===== src/rtl/riscv_pc_pkg.sv =====
// Shared definitions for the program-counter fetch stage: default vectors,
// FSM state encodings and next-PC select encodings.
package riscv_pc_pkg;

   localparam logic [31:0] RESET_VEC_DEF = 32'h0000_0000;
   localparam logic [31:0] TRAP_VEC_DEF  = 32'h0000_0100;

   typedef enum logic [1:0] {
      ST_BOOT = 2'd0,
      ST_RUN  = 2'd1,
      ST_HALT = 2'd2
   } state_t;

   typedef enum logic [1:0] {
      SEL_SEQ    = 2'd0,
      SEL_BRANCH = 2'd1,
      SEL_JAL    = 2'd2,
      SEL_JALR   = 2'd3
   } pc_sel_t;

   // A fetch address is legal only on a 4-byte boundary.
   function automatic logic is_misaligned(input logic [31:0] addr);
      return addr[1:0] != 2'b00;
   endfunction

endpackage


===== src/rtl/pc_fetch_unit_next_pc_calc.sv =====
// Combinational next-PC selection: picks the control-transfer target by
// priority (jalr > jump > branch_taken > sequential), provides pc + 4 for
// link values, and flags a misaligned non-sequential target.
module next_pc_calc
   import riscv_pc_pkg::*;
(
   input  logic [31:0] pc,
   input  logic [31:0] imm,
   input  logic [31:0] rs1_data,
   input  logic        branch_taken,
   input  logic        jump,
   input  logic        jalr,
   output logic [31:0] target,
   output logic [31:0] pc_plus4,
   output logic        misalign
);

   logic [31:0] rel_target;
   logic [31:0] jalr_target;
   pc_sel_t     sel;

   // All arithmetic wraps modulo 2^32; no carry is observed.
   assign pc_plus4    = pc + 32'd4;
   assign rel_target  = pc + imm;
   assign jalr_target = (rs1_data + imm) & ~32'h1;

   // Priority select of the next-PC source and its alignment check.
   always_comb begin
      // NOTE: every output gets a default before the branches so no path leaves one unassigned (no latch).
      sel    = SEL_SEQ;
      target = pc_plus4;
      if (jalr) begin
         sel    = SEL_JALR;
         target = jalr_target;
      end else if (jump) begin
         sel    = SEL_JAL;
         target = rel_target;
      end else if (branch_taken) begin
         sel    = SEL_BRANCH;
         target = rel_target;
      end
      misalign = (sel != SEL_SEQ) && is_misaligned(target);
   end

endmodule


===== src/rtl/pc_fetch_unit.sv =====
// Program-counter stage in front of the instruction memory. Owns the PC,
// the BOOT/RUN/HALT sequencing, misaligned-target trapping to a fixed
// vector, and a free-running count of retired fetches.
module pc_fetch_unit
   import riscv_pc_pkg::*;
#(
   parameter logic [31:0] RESET_VEC = RESET_VEC_DEF,
   parameter logic [31:0] TRAP_VEC  = TRAP_VEC_DEF,
   parameter int          CNT_W     = 32
) (
   input  logic             clk,
   input  logic             rst,
   input  logic             stall,
   input  logic             branch_taken,
   input  logic             jump,
   input  logic             jalr,
   input  logic [31:0]      imm,
   input  logic [31:0]      rs1_data,
   input  logic             halt_req,
   input  logic             resume,
   output logic [31:0]      instr_address,
   output logic [31:0]      pc_plus4,
   output logic             pc_valid,
   output logic             misalign,
   output logic [31:0]      bad_target,
   output logic [CNT_W-1:0] retired_count
);

   state_t      state;
   logic [31:0] target;
   logic        target_misaligned;

   next_pc_calc u_next_pc_calc (
      .pc           (instr_address),
      .imm          (imm),
      .rs1_data     (rs1_data),
      .branch_taken (branch_taken),
      .jump         (jump),
      .jalr         (jalr),
      .target       (target),
      .pc_plus4     (pc_plus4),
      .misalign     (target_misaligned)
   );

   // FSM, PC register, trap capture and retired counter, all with registered outputs.
   always_ff @(posedge clk) begin
      // NOTE: reset is sampled synchronously here, and every state element uses non-blocking assignment.
      if (rst) begin
         state         <= ST_BOOT;
         instr_address <= RESET_VEC;
         pc_valid      <= 1'b0;
         misalign      <= 1'b0;
         bad_target    <= 32'h0;
         retired_count <= '0;
      end else begin
         // The trap indication lasts exactly one cycle unless re-armed below.
         misalign <= 1'b0;
         unique case (state)
            ST_BOOT: begin
               state    <= ST_RUN;
               pc_valid <= 1'b1;
            end
            ST_RUN: begin
               // A stalled cycle holds the PC, does not retire and never traps;
               // halt_req is only honoured on a cycle that actually advances.
               if (!stall) begin
                  if (target_misaligned) begin
                     instr_address <= TRAP_VEC;
                     bad_target    <= target;
                     misalign      <= 1'b1;
                  end else begin
                     instr_address <= target;
                  end
                  retired_count <= retired_count + CNT_W'(1);
                  if (halt_req) begin
                     state    <= ST_HALT;
                     pc_valid <= 1'b0;
                  end
               end
            end
            ST_HALT: begin
               // PC frozen; resume takes priority over a concurrent halt_req.
               if (resume) begin
                  state    <= ST_RUN;
                  pc_valid <= 1'b1;
               end
            end
            default: begin
               state    <= ST_BOOT;
               pc_valid <= 1'b0;
            end
         endcase
      end
   end

endmodule


===== config.mk =====
export PLATFORM = sky130hd
export DESIGN_NAME = pc_fetch_unit
export DESIGN_NICKNAME = d
export VERILOG_FILES = /design/src/rtl/riscv_pc_pkg.sv /design/src/rtl/pc_fetch_unit_next_pc_calc.sv /design/src/rtl/pc_fetch_unit.sv
export SDC_FILE = /design/constraint.sdc
export NUM_CORES = 1
export LEC_CHECK = 0
export BUFFER_PORTS_ARGS = -buffer_cell sky130_fd_sc_hd__buf_4
export CAP_MARGIN = 20
export CORE_MARGIN = 2
export CORE_UTILIZATION = 50
export DETAILED_ROUTE_END_ITERATION = 7
export PLACE_DENSITY_LB_ADDON = 0.1
export SLEW_MARGIN = 20
export SYNTH_ARGS = -nofsm -noshare
export SYNTH_HDL_FRONTEND = slang
export SYNTH_SLANG_ARGS = --single-unit

===== constraint.sdc =====
create_clock -name clk -period 2.9 [get_ports clk]
set_clock_uncertainty 0.15 [all_clocks]
set_input_delay 0.29 -clock clk [delete_from_list [all_inputs] [get_ports clk]]
set_output_delay 0.29 -clock clk [all_outputs]
set_load 0.1 [all_outputs]

==> results.toml, run 1 <==
[floorplan]
rows = 46
vert_die_dim_um = 132
coreArea_um2 = 16000
start_util_pct = 51.6
fp.dieArea_um2 = 17500
die_x_um = 132
i_o_pins = 202

[critical_path]
startpoint_type = "flop"
crit-reg2reg-launch = "instr_address[0]$_SDFFE_PP0P_"
arrival_ns = 3.18
crit_path_end = "instr_address[30]$_SDFFE_PP0P_"
critPathCaptureType = "flop"
crit_type = "flop to flop"
terminus_of_the_critical_flop_to_flop_path = "instr_address[30]$_SDFFE_PP0P_"
slack_of_the_worst_reg_to_reg_path_ns = -0.20
worstPathMaxFanout = 3
r2r_cells = 11
critical_path_required_ns = 2.98
timing.critical_path.from = "instr_address[0]$_SDFFE_PP0P_"

[logic_synthesis]
yosysWarningCount = 0
synth_edf_count = 0
ys_types = 77
dominant_synthesized_flop_cell = "sky130_fd_sc_hd__dfxtp_1"
syn_inst = 1096
synth_area_um2 = 8250
async_flop_share_pct = 0
sequential_element_share_of_the_synthesized_area_pct = 24.0
avg_cell_area_syn_um2 = 7.53
yosys_register_bits = 99
syn-num-nets = 1233

[layout]
insertedDiodeCount = 0
register_area_um2 = 2070
area.growth.synth_to_final_pct = 56.5
stdcell_area_um2 = 12900
layout_common_cells = "sky130_fd_sc_hd__buf_4, sky130_fd_sc_hd__nand2_1, sky130_fd_sc_hd__nor2_1"
drive_above_1_share_pct = 40.3
mostFrequentLayoutCell = "sky130_fd_sc_hd__buf_4"
layout.nets = 1615
multi_input_comb_area_um2 = 6880
layout.core_utilization_pct = 80.7
fillers = 1116

[drt]
drt_first_pass_iters = 5
drc = 0
routed_wl_um = 32200
wl_per_cell_um = 19.0
viasPerCell = 6.02
initialDrtViolationCount = 780
drtAntennaViolNets = 0
dr_total_vias = 10229

[global_route]
grt_first_pass_wirelength_um = 48400
pin_count_of_the_biggest_net_entering_global_routing = 40
first_global_vias = 9426
globalRouteOverflowTotal = 0
global_route_usage_over_all_layers_pct = 34.3
number_of_antenna_violations_at_the_first_check_in_global_routing = 0

[cts]
clk_pin_slew_worst_paths_ns = 0.07
worstSkewPairLatency_ns = 0.34
cts-buffers-inserted = 9
clock-root-buffer = "sky130_fd_sc_hd__clkbuf_16"
cts_hold_buffers = 0
cts_tree = "yes"
h_tree_levels = 3
cts_max_path_buffers = 2
clock_sinks = 99

[sta]
setup_repair_after_global_routing_missed_its_margin = "true"
setup_ws_ns = -0.196
timing.final.max_slew_violations = 0
final.period_utilization_pct = 107
maxSlewHeadroom_pct = 50.3
finalWorstPathRequiredPeriod_ns = 3.10
achievable-frequency_mhz = 323
max_slew.worst_pin.slew_ns = 0.735
timing.final.setup_violations = 14
report.final.hold_viol_count = 0
fin_hold_ws_ns = 0.0757

[placement]
placement.io_buffers = 201
dpl_cell_area_um2 = 12000
routabilityCongestion = 1.01
detailedPlacementHpwl_um = 24800

[power]
vdd_ir_drop_max_mv = 0.334
cellLeakagePower_nw = 5.92
fin_total_pwr_w = 0.00483
power_density_nw_per_um2 = 374

[status]
run_status = "finished with violations"
failed_checks = "setup timing"

[hold_path]
worst_hold_path_type = "primary input to flop"

[run]
max-cap-violations = 0
[worst min path at each step]
stage	startpoint	to	slack, ns	cells after the start
floorplan	resume	state[0]$_SDFFE_PP0P_	0.28	2
global placement	bad_target[17]$_SDFFE_PP0P_	bad_target[17]$_SDFFE_PP0P_	0.29	2
detailed placement	bad_target[18]$_SDFFE_PP0P_	bad_target[18]$_SDFFE_PP0P_	0.30	2
CTS	resume	state[0]$_SDFFE_PP0P_	0.07	3
global route	resume	state[0]$_SDFFE_PP0P_	0.09	3
finish	resume	state[0]$_SDFFE_PP0P_	0.08	3
[power breakdown]
group | internal [W] | switching (W) | total [W]
clock network | 0.000671 | 0.000531 | 0.00120
logic | 0.000808 | 0.00136 | 0.00217
registers | 0.00140 | 0.0000582 | 0.00146
[flip-flops by register name (all words and copies together), names as in the netlist]
register,count
instr_address,32
state,2
bad_target,32
retired_count,32
misalign,1
[final cells by class]
| cell class | instances | area share, % |
|---|---|---|
| clock inverter | 6 | 0.513 |
| multi-input combinational | 918 | 53.3 |
| inverter | 27 | 0.785 |
| timing repair buffer | 423 | 25.5 |
| clock buffer | 10 | 1.77 |
| tap | 216 | 2.09 |
| sequential | 99 | 16.0 |
[layer usage]
metal  global-route usage [%]  share of wire (%)  wire, um
met4                     20.1                6.5      2110
met2                     59.0                 49     15700
met1                     40.8                 38     12100
met5                        0                  0         0
met3                     4.67                7.3      2350
[worst max-delay path, cell delays in order (launching register included)]
cell and delay (ns):
sky130_fd_sc_hd__dfxtp_4 0.35, sky130_fd_sc_hd__ha_4 0.16, sky130_fd_sc_hd__fa_2 0.35, sky130_fd_sc_hd__a211oi_2 0.30
sky130_fd_sc_hd__nor2_2 0.11, sky130_fd_sc_hd__o31ai_4 0.31, sky130_fd_sc_hd__a211oi_4 0.12, sky130_fd_sc_hd__or4_4 0.47
sky130_fd_sc_hd__a31oi_4 0.15, sky130_fd_sc_hd__mux2i_1 0.23, sky130_fd_sc_hd__o31ai_2 0.08, sky130_fd_sc_hd__a22o_1 0.19
[what timing repair did]
| item | CTS | global route |
|---|---|---|
| setup buffers | 7 | 8 |
| pin swaps | 20 | 33 |
| endpoints found under the setup margin | 39 | 49 |
| resized for setup | 31 | 85 |
[cell usage after synthesis (all sizes together), types with 8 or more instances]
| library cell | count | area share [%] |
|---|---|---|
| a211oi | 24 | 2.4 |
| a21o | 31 | 2.8 |
| a21oi | 89 | 5.4 |
| a22o | 8 | 0.85 |
| a31oi | 9 | 0.86 |
| and2 | 8 | 0.61 |
| and3 | 19 | 1.5 |
| buf | 11 | 0.70 |
| clkbuf | 41 | 1.9 |
| dfxtp | 99 | 24 |
| ha | 63 | 9.6 |
| inv | 27 | 1.2 |
| mux2i | 8 | 0.97 |
| nand2 | 131 | 6.0 |
| nand2b | 12 | 0.91 |
| nand3 | 45 | 2.7 |
| nand4 | 20 | 1.5 |
| nor2 | 115 | 5.2 |
| nor3 | 19 | 1.2 |
| nor4 | 8 | 0.76 |
| o211ai | 8 | 0.79 |
| o21a | 10 | 0.91 |
| o21ai | 66 | 4.0 |
| o21bai | 8 | 0.73 |
| o31ai | 10 | 1.0 |
| or3 | 14 | 1.1 |
| xnor2 | 60 | 6.4 |
| xor2 | 37 | 3.9 |
[stage by stage]
stage,std cells,TNS [ns],setup slack [ns]
2_1_floorplan,1096,-3.15,-0.274
3_3_place_gp,1670,-6.71,-0.321
3_5_place_dp,1670,-8.17,-0.376
4_1_cts,1693,-2.11,-0.274
5_1_grt,1699,-4.89,-0.344
6_report,1699,-2.06,-0.196
[cell families (layout without fill, tap and decap cells)]
logic type / count (synthesis) / in the layout / synth area share (%)
flip-flops: 99 / 99 / 24.0
AND/OR/NAND/NOR: 424 / 424 / 24.5
multiplexers: 12 / 12 / 1.52
XOR/XNOR: 97 / 97 / 10.3
AO/OA/AOI/OAI: 320 / 320 / 25.8
buffers and inverters: 79 / 466 / 3.82
adder cells (fa/ha/maj): 65 / 65 / 10.0
Note: power is estimated with default switching activity, not from simulation.
==> run 2, diff against run 1 <==
--- a/config.mk
+++ b/config.mk
@@ -11,2 +11,3 @@
 export CORE_UTILIZATION = 50
+export CTS_CLUSTER_SIZE = 16
 export DETAILED_ROUTE_END_ITERATION = 7
--- a/constraint.sdc
+++ b/constraint.sdc
@@ -4,2 +4,2 @@
 set_output_delay 0.29 -clock clk [all_outputs]
-set_load 0.1 [all_outputs]
+set_load 0.05 [all_outputs]
==> results.toml, run 2 (synthesized netlist as in run 1, its figures left out) <==
[cts]
clock_sinks = 99
clk_pin_slew_worst_paths_ns = 0.08
h_tree_levels = 3
worstSkewPairLatency_ns = 0.35
cts-buffers-inserted = 9
cts_hold_buffers = 0
cts_max_path_buffers = 2
cts_tree = "yes"
clock-root-buffer = "sky130_fd_sc_hd__clkbuf_16"

[critical_path]
worstPathMaxFanout = 3
critical_path_required_ns = 2.99
arrival_ns = 3.24
r2r_cells = 12
critPathCaptureType = "flop"
startpoint_type = "flop"
crit_type = "flop to flop"

[placement]
numPlacedInstances = 1671
pre_cts_slack_ns = -0.416
detailedPlacementHpwl_um = 25300
placement.io_buffers = 201
routabilityCongestion = 1.00

[hold_path]
min_delay_path_depth = 3
worst_hold_path_type = "primary input to flop"

[global_route]
globalRouteOverflowTotal = 0
first_global_vias = 9430
grt_use_met3_pct = 3.37
groute.layer.met2.usage_pct = 61.4
use_met1_pct = 40.5
grt-busiest-layer = "met2"
global_route_usage_over_all_layers_pct = 34.7
number_of_antenna_violations_at_the_first_check_in_global_routing = 0
pin_count_of_the_biggest_net_entering_global_routing = 41
grt_first_pass_wirelength_um = 48800

[floorplan]
coreArea_um2 = 16000
die_x_um = 132
rows = 46
vert_die_dim_um = 132
start_util_pct = 51.6
fp.dieArea_um2 = 17500
i_o_pins = 202

[drt]
wl_per_cell_um = 18.9
drt_first_pass_iters = 5
initialDrtViolationCount = 704
dr_total_vias = 9988
drtAntennaViolNets = 0
viasPerCell = 5.89
drc = 0
routed_wl_um = 32100

[layout]
insertedDiodeCount = 0
drive_above_1_share_pct = 38.2
area.growth.synth_to_final_pct = 52.2
layout.nets = 1613
layout.core_utilization_pct = 78.5
mostFrequentLayoutCell = "sky130_fd_sc_hd__buf_4"
layout_common_cells = "sky130_fd_sc_hd__buf_4, sky130_fd_sc_hd__nand2_1, sky130_fd_sc_hd__nor2_1"
reg.largest.list = "bad_target (32), instr_address (32), retired_count (32)"
post_layout_nonfiller_instances = 1697

[power]
power.share.combinational_pct = 42.1
vdd_ir_drop_max_mv = 0.340
pwr-share-seq_pct = 32.1
power_switching_w = 0.00173
power_density_nw_per_um2 = 361
cellLeakagePower_nw = 5.81
clock_power_share_pct = 25.7
cellInternalPower_w = 0.00281
power_switching_share_pct = 38.0

[sta]
max_slew.worst_pin.slew_ns = 0.574
maxSlewHeadroom_pct = 61.6
timing.final.setup_violations = 15
finalWorstPathRequiredPeriod_ns = 3.15
setup_repair_after_global_routing_missed_its_margin = "true"
final.period_utilization_pct = 109
setup_ws_ns = -0.254
timing.final.max_slew_violations = 0
achievable-frequency_mhz = 317
report.final.hold_viol_count = 0

[run]
max-cap-violations = 0

[status]
failed_checks = "setup timing"
run_status = "finished with violations"
==> run 2: cell type report <==
type,instances,area (um^2)
repair buffers,421,3220
inverters,27,101
clock buffers,10,229
multi-input cells,918,6680
fillers,1193,3440
clock inverters,6,53.8
flip-flops and latches,99,2010
well taps,216,270
==> run 2: power groups by stage <==
stage | clock, W | combinational [W] | sequential (W)
after floorplan | 0 | 0.000847 | 0.00166
after global placement | 0 | 0.00174 | 0.00149
after detailed placement | 0 | 0.00176 | 0.00149
after CTS | 0.00117 | 0.00180 | 0.00146
after global routing | 0.00122 | 0.00203 | 0.00146
final | 0.00117 | 0.00191 | 0.00146
==> run 2: metal layers <==
layer / share of wire, % / vias to the layer above
met5: 0 / -
met3: 6.2 / 121
met1: 39 / 4621
met2: 49 / 502
li1: - / 4744
met4: 6.1 / 0
==> run 2: per-stage QoR <==
step                TNS (ns)  power [W]  hold slack (ns)  cell area [um^2]
floorplan             -0.742    0.00250            0.285              8480
global placement       -7.15    0.00323            0.296             11600
detailed placement     -8.95    0.00325            0.299             11600
CTS                    -2.87    0.00443           0.0426             12100
global route           -4.48    0.00471           0.0558             12600
finish                 -2.50    0.00454           0.0428             12600
==> run 2: repair_timing <==
| action | CTS | global route |
|---|---|---|
| endpoints found under the setup margin | 29 | 48 |
| setup buffers | 8 | 5 |
| pin swaps | 16 | 47 |
| gates resized for setup | 35 | 92 |
==> run 2: final timing paths <==
check	slack, ns	from	end
setup reg to reg	-0.25	instr_address[0]$_SDFFE_PP0P_	instr_address[20]$_SDFFE_PP0P_
hold reg to reg	0.31	bad_target[11]$_SDFFE_PP0P_	bad_target[11]$_SDFFE_PP0P_
setup / recovery	-0.25	instr_address[0]$_SDFFE_PP0P_	instr_address[20]$_SDFFE_PP0P_
hold / removal	0.04	resume	state[0]$_SDFFE_PP0P_
==> run 2: critical path, stage by stage, from the launching register on <==
cell	delay (ns)
sky130_fd_sc_hd__dfxtp_4	0.36
sky130_fd_sc_hd__ha_4	0.16
sky130_fd_sc_hd__fa_2	0.41
sky130_fd_sc_hd__a211oi_2	0.26
sky130_fd_sc_hd__nor2_2	0.09
sky130_fd_sc_hd__o31ai_4	0.26
sky130_fd_sc_hd__a211oi_2	0.13
sky130_fd_sc_hd__or3_4	0.43
sky130_fd_sc_hd__a31oi_4	0.19
sky130_fd_sc_hd__xnor2_2	0.10
sky130_fd_sc_hd__buf_4	0.14
sky130_fd_sc_hd__a21bo_2	0.18
sky130_fd_sc_hd__a22o_1	0.18
==> run 3, diff against run 2 <==
Clock period 2.9 ns to 3.11 ns, I/O delays scaled along.
==> results.toml, run 3 (synthesized netlist as in run 1, its figures left out) <==
[floorplan]
coreArea_um2 = 16000
vert_die_dim_um = 132
rows = 46
fp.dieArea_um2 = 17500
i_o_pins = 202
start_util_pct = 51.6
die_x_um = 132

[sta]
timing.final.setup_violations = 1
setup_ws_ns = -0.0284
setup_repair_after_global_routing_missed_its_margin = "true"
final.period_utilization_pct = 101
setup-tns-final_ns = -0.0284
achievable-frequency_mhz = 319
max_slew.worst_pin.slew_ns = 0.592
finalWorstPathRequiredPeriod_ns = 3.14
report.final.hold_viol_count = 0
timing.final.max_slew_violations = 0
maxSlewHeadroom_pct = 60.4

[drt]
wl_per_cell_um = 18.2
dr_total_vias = 9415
drt_first_pass_iters = 5
initialDrtViolationCount = 714
routed_wl_um = 29500
drc = 0
drtAntennaViolNets = 0
viasPerCell = 5.81

[cts]
cts_max_path_buffers = 2
clock_sinks = 99
cts_hold_buffers = 0
cts-buffers-inserted = 9
clk_pin_slew_worst_paths_ns = 0.07
worstSkewPairLatency_ns = 0.34
h_tree_levels = 3
cts_tree = "yes"
clock-root-buffer = "sky130_fd_sc_hd__clkbuf_16"

[critical_path]
arrival_ns = 3.22
timing.critical_path.from = "instr_address[0]$_SDFFE_PP0P_"
crit-reg2reg-launch = "instr_address[0]$_SDFFE_PP0P_"
critPathCaptureType = "flop"
critical_path_required_ns = 3.19
crit_type = "flop to flop"
worstPathMaxFanout = 3
startpoint_type = "flop"

[power]
vdd_ir_drop_max_mv = 0.371
pwr-share-seq_pct = 33.0
power_density_nw_per_um2 = 356
cellLeakagePower_nw = 5.27
power_switching_w = 0.00151
fin_total_pwr_w = 0.00411
power.share.combinational_pct = 39.4
cellInternalPower_w = 0.00260
power_switching_share_pct = 36.7
clock_power_share_pct = 27.6

[layout]
area.growth.synth_to_final_pct = 39.9
layout.nets = 1536
post_layout_nonfiller_instances = 1620
drive_above_1_share_pct = 30.8
layout_common_cells = "sky130_fd_sc_hd__buf_4, sky130_fd_sc_hd__nand2_1, sky130_fd_sc_hd__nor2_1"
mostFrequentLayoutCell = "sky130_fd_sc_hd__buf_4"
fillers = 1366
insertedDiodeCount = 0
reg.largest.list = "bad_target (32), instr_address (32), retired_count (32)"

[global_route]
global_route_usage_over_all_layers_pct = 32.3
pin_count_of_the_biggest_net_entering_global_routing = 48
grt_first_pass_wirelength_um = 45800
globalRouteOverflowTotal = 0
number_of_antenna_violations_at_the_first_check_in_global_routing = 0
first_global_vias = 8846

[run]
max-cap-violations = 0

[placement]
routabilityCongestion = 0.997
numPlacedInstances = 1602
detailedPlacementHpwl_um = 23600
placement.io_buffers = 201

[status]
failed_checks = "setup timing"
run_status = "finished with violations"

[hold_path]
worstHoldStart = "resume"
worst_hold_path_type = "primary input to flop"
run 3: area by class of cell:
cell class / instances / area (um^2) / share of cell area [%]
Multi-Input combinational cell: 918 / 6290 / 54.5
Clock inverter: 6 / 72.6 / 0.629
Clock buffer: 10 / 229 / 1.98
Sequential cell: 99 / 1990 / 17.3
Inverter: 27 / 101 / 0.878
Tap cell: 216 / 270 / 2.34
Timing Repair Buffer: 344 / 2590 / 22.4
run 3: critical path, cell delays in order, from the launching register on:
cell	delay, ns
sky130_fd_sc_hd__dfxtp_4	0.36
sky130_fd_sc_hd__ha_4	0.16
sky130_fd_sc_hd__fa_2	0.38
sky130_fd_sc_hd__a211oi_4	0.29
sky130_fd_sc_hd__nor2_2	0.09
sky130_fd_sc_hd__o31ai_4	0.29
sky130_fd_sc_hd__a211oi_4	0.12
sky130_fd_sc_hd__or4_4	0.48
sky130_fd_sc_hd__a31oi_4	0.18
sky130_fd_sc_hd__mux2i_1	0.24
sky130_fd_sc_hd__o31ai_2	0.10
sky130_fd_sc_hd__a22o_1	0.21
run 3: power by group through the flow:
| stage | sequential (W) | combinational (W) | clock [W] |
|---|---|---|---|
| 2_1_floorplan | 0.00154 | 0.000789 | 0 |
| 3_3_place_gp | 0.00139 | 0.00154 | 0 |
| 3_5_place_dp | 0.00139 | 0.00156 | 0 |
| 4_1_cts | 0.00136 | 0.00157 | 0.00114 |
| 5_1_grt | 0.00136 | 0.00173 | 0.00120 |
| 6_report | 0.00136 | 0.00162 | 0.00114 |
run 3: per-stage QoR:
stage	util [%]	hold slack, ns	setup slack (ns)	cell area [um^2]
2_1_floorplan	-	0.306	-0.0302	8430
3_3_place_gp	69.1	0.295	-0.176	11100
3_5_place_dp	69.1	0.298	-0.242	11100
4_1_cts	71.1	0.0660	0.00378	11400
5_1_grt	72.1	0.0854	-0.125	11500
6_report	72.1	0.0668	-0.0284	11500
run 3: what timing repair did:
| action | in CTS | in global routing |
|---|---|---|
| setup buffers | 1 | 1 |
| pin swaps | 6 | 18 |
| endpoints found under the setup margin | 14 | 29 |
| gates resized for setup | 3 | 35 |
| cloned | 0 | 0 |
run 3: worst paths after layout:
path | endpoint | slack (ns) | depth (start not counted)
hold reg to reg | bad_target[12]$_SDFFE_PP0P_ | 0.31 | 2
hold / removal | state[0]$_SDFFE_PP0P_ | 0.07 | 3
setup reg to reg | instr_address[30]$_SDFFE_PP0P_ | -0.03 | 11
setup / recovery | instr_address[30]$_SDFFE_PP0P_ | -0.03 | 11
run 3: metal layers:
layer | up-vias | part of all wire, % | global-route usage (%)
li1 | 4592 | - | -
met5 | - | 0 | 0
met2 | 420 | 48 | 56.8
met1 | 4324 | 41 | 40.1
met4 | 0 | 4.0 | 11.8
met3 | 79 | 6.5 | 4.75
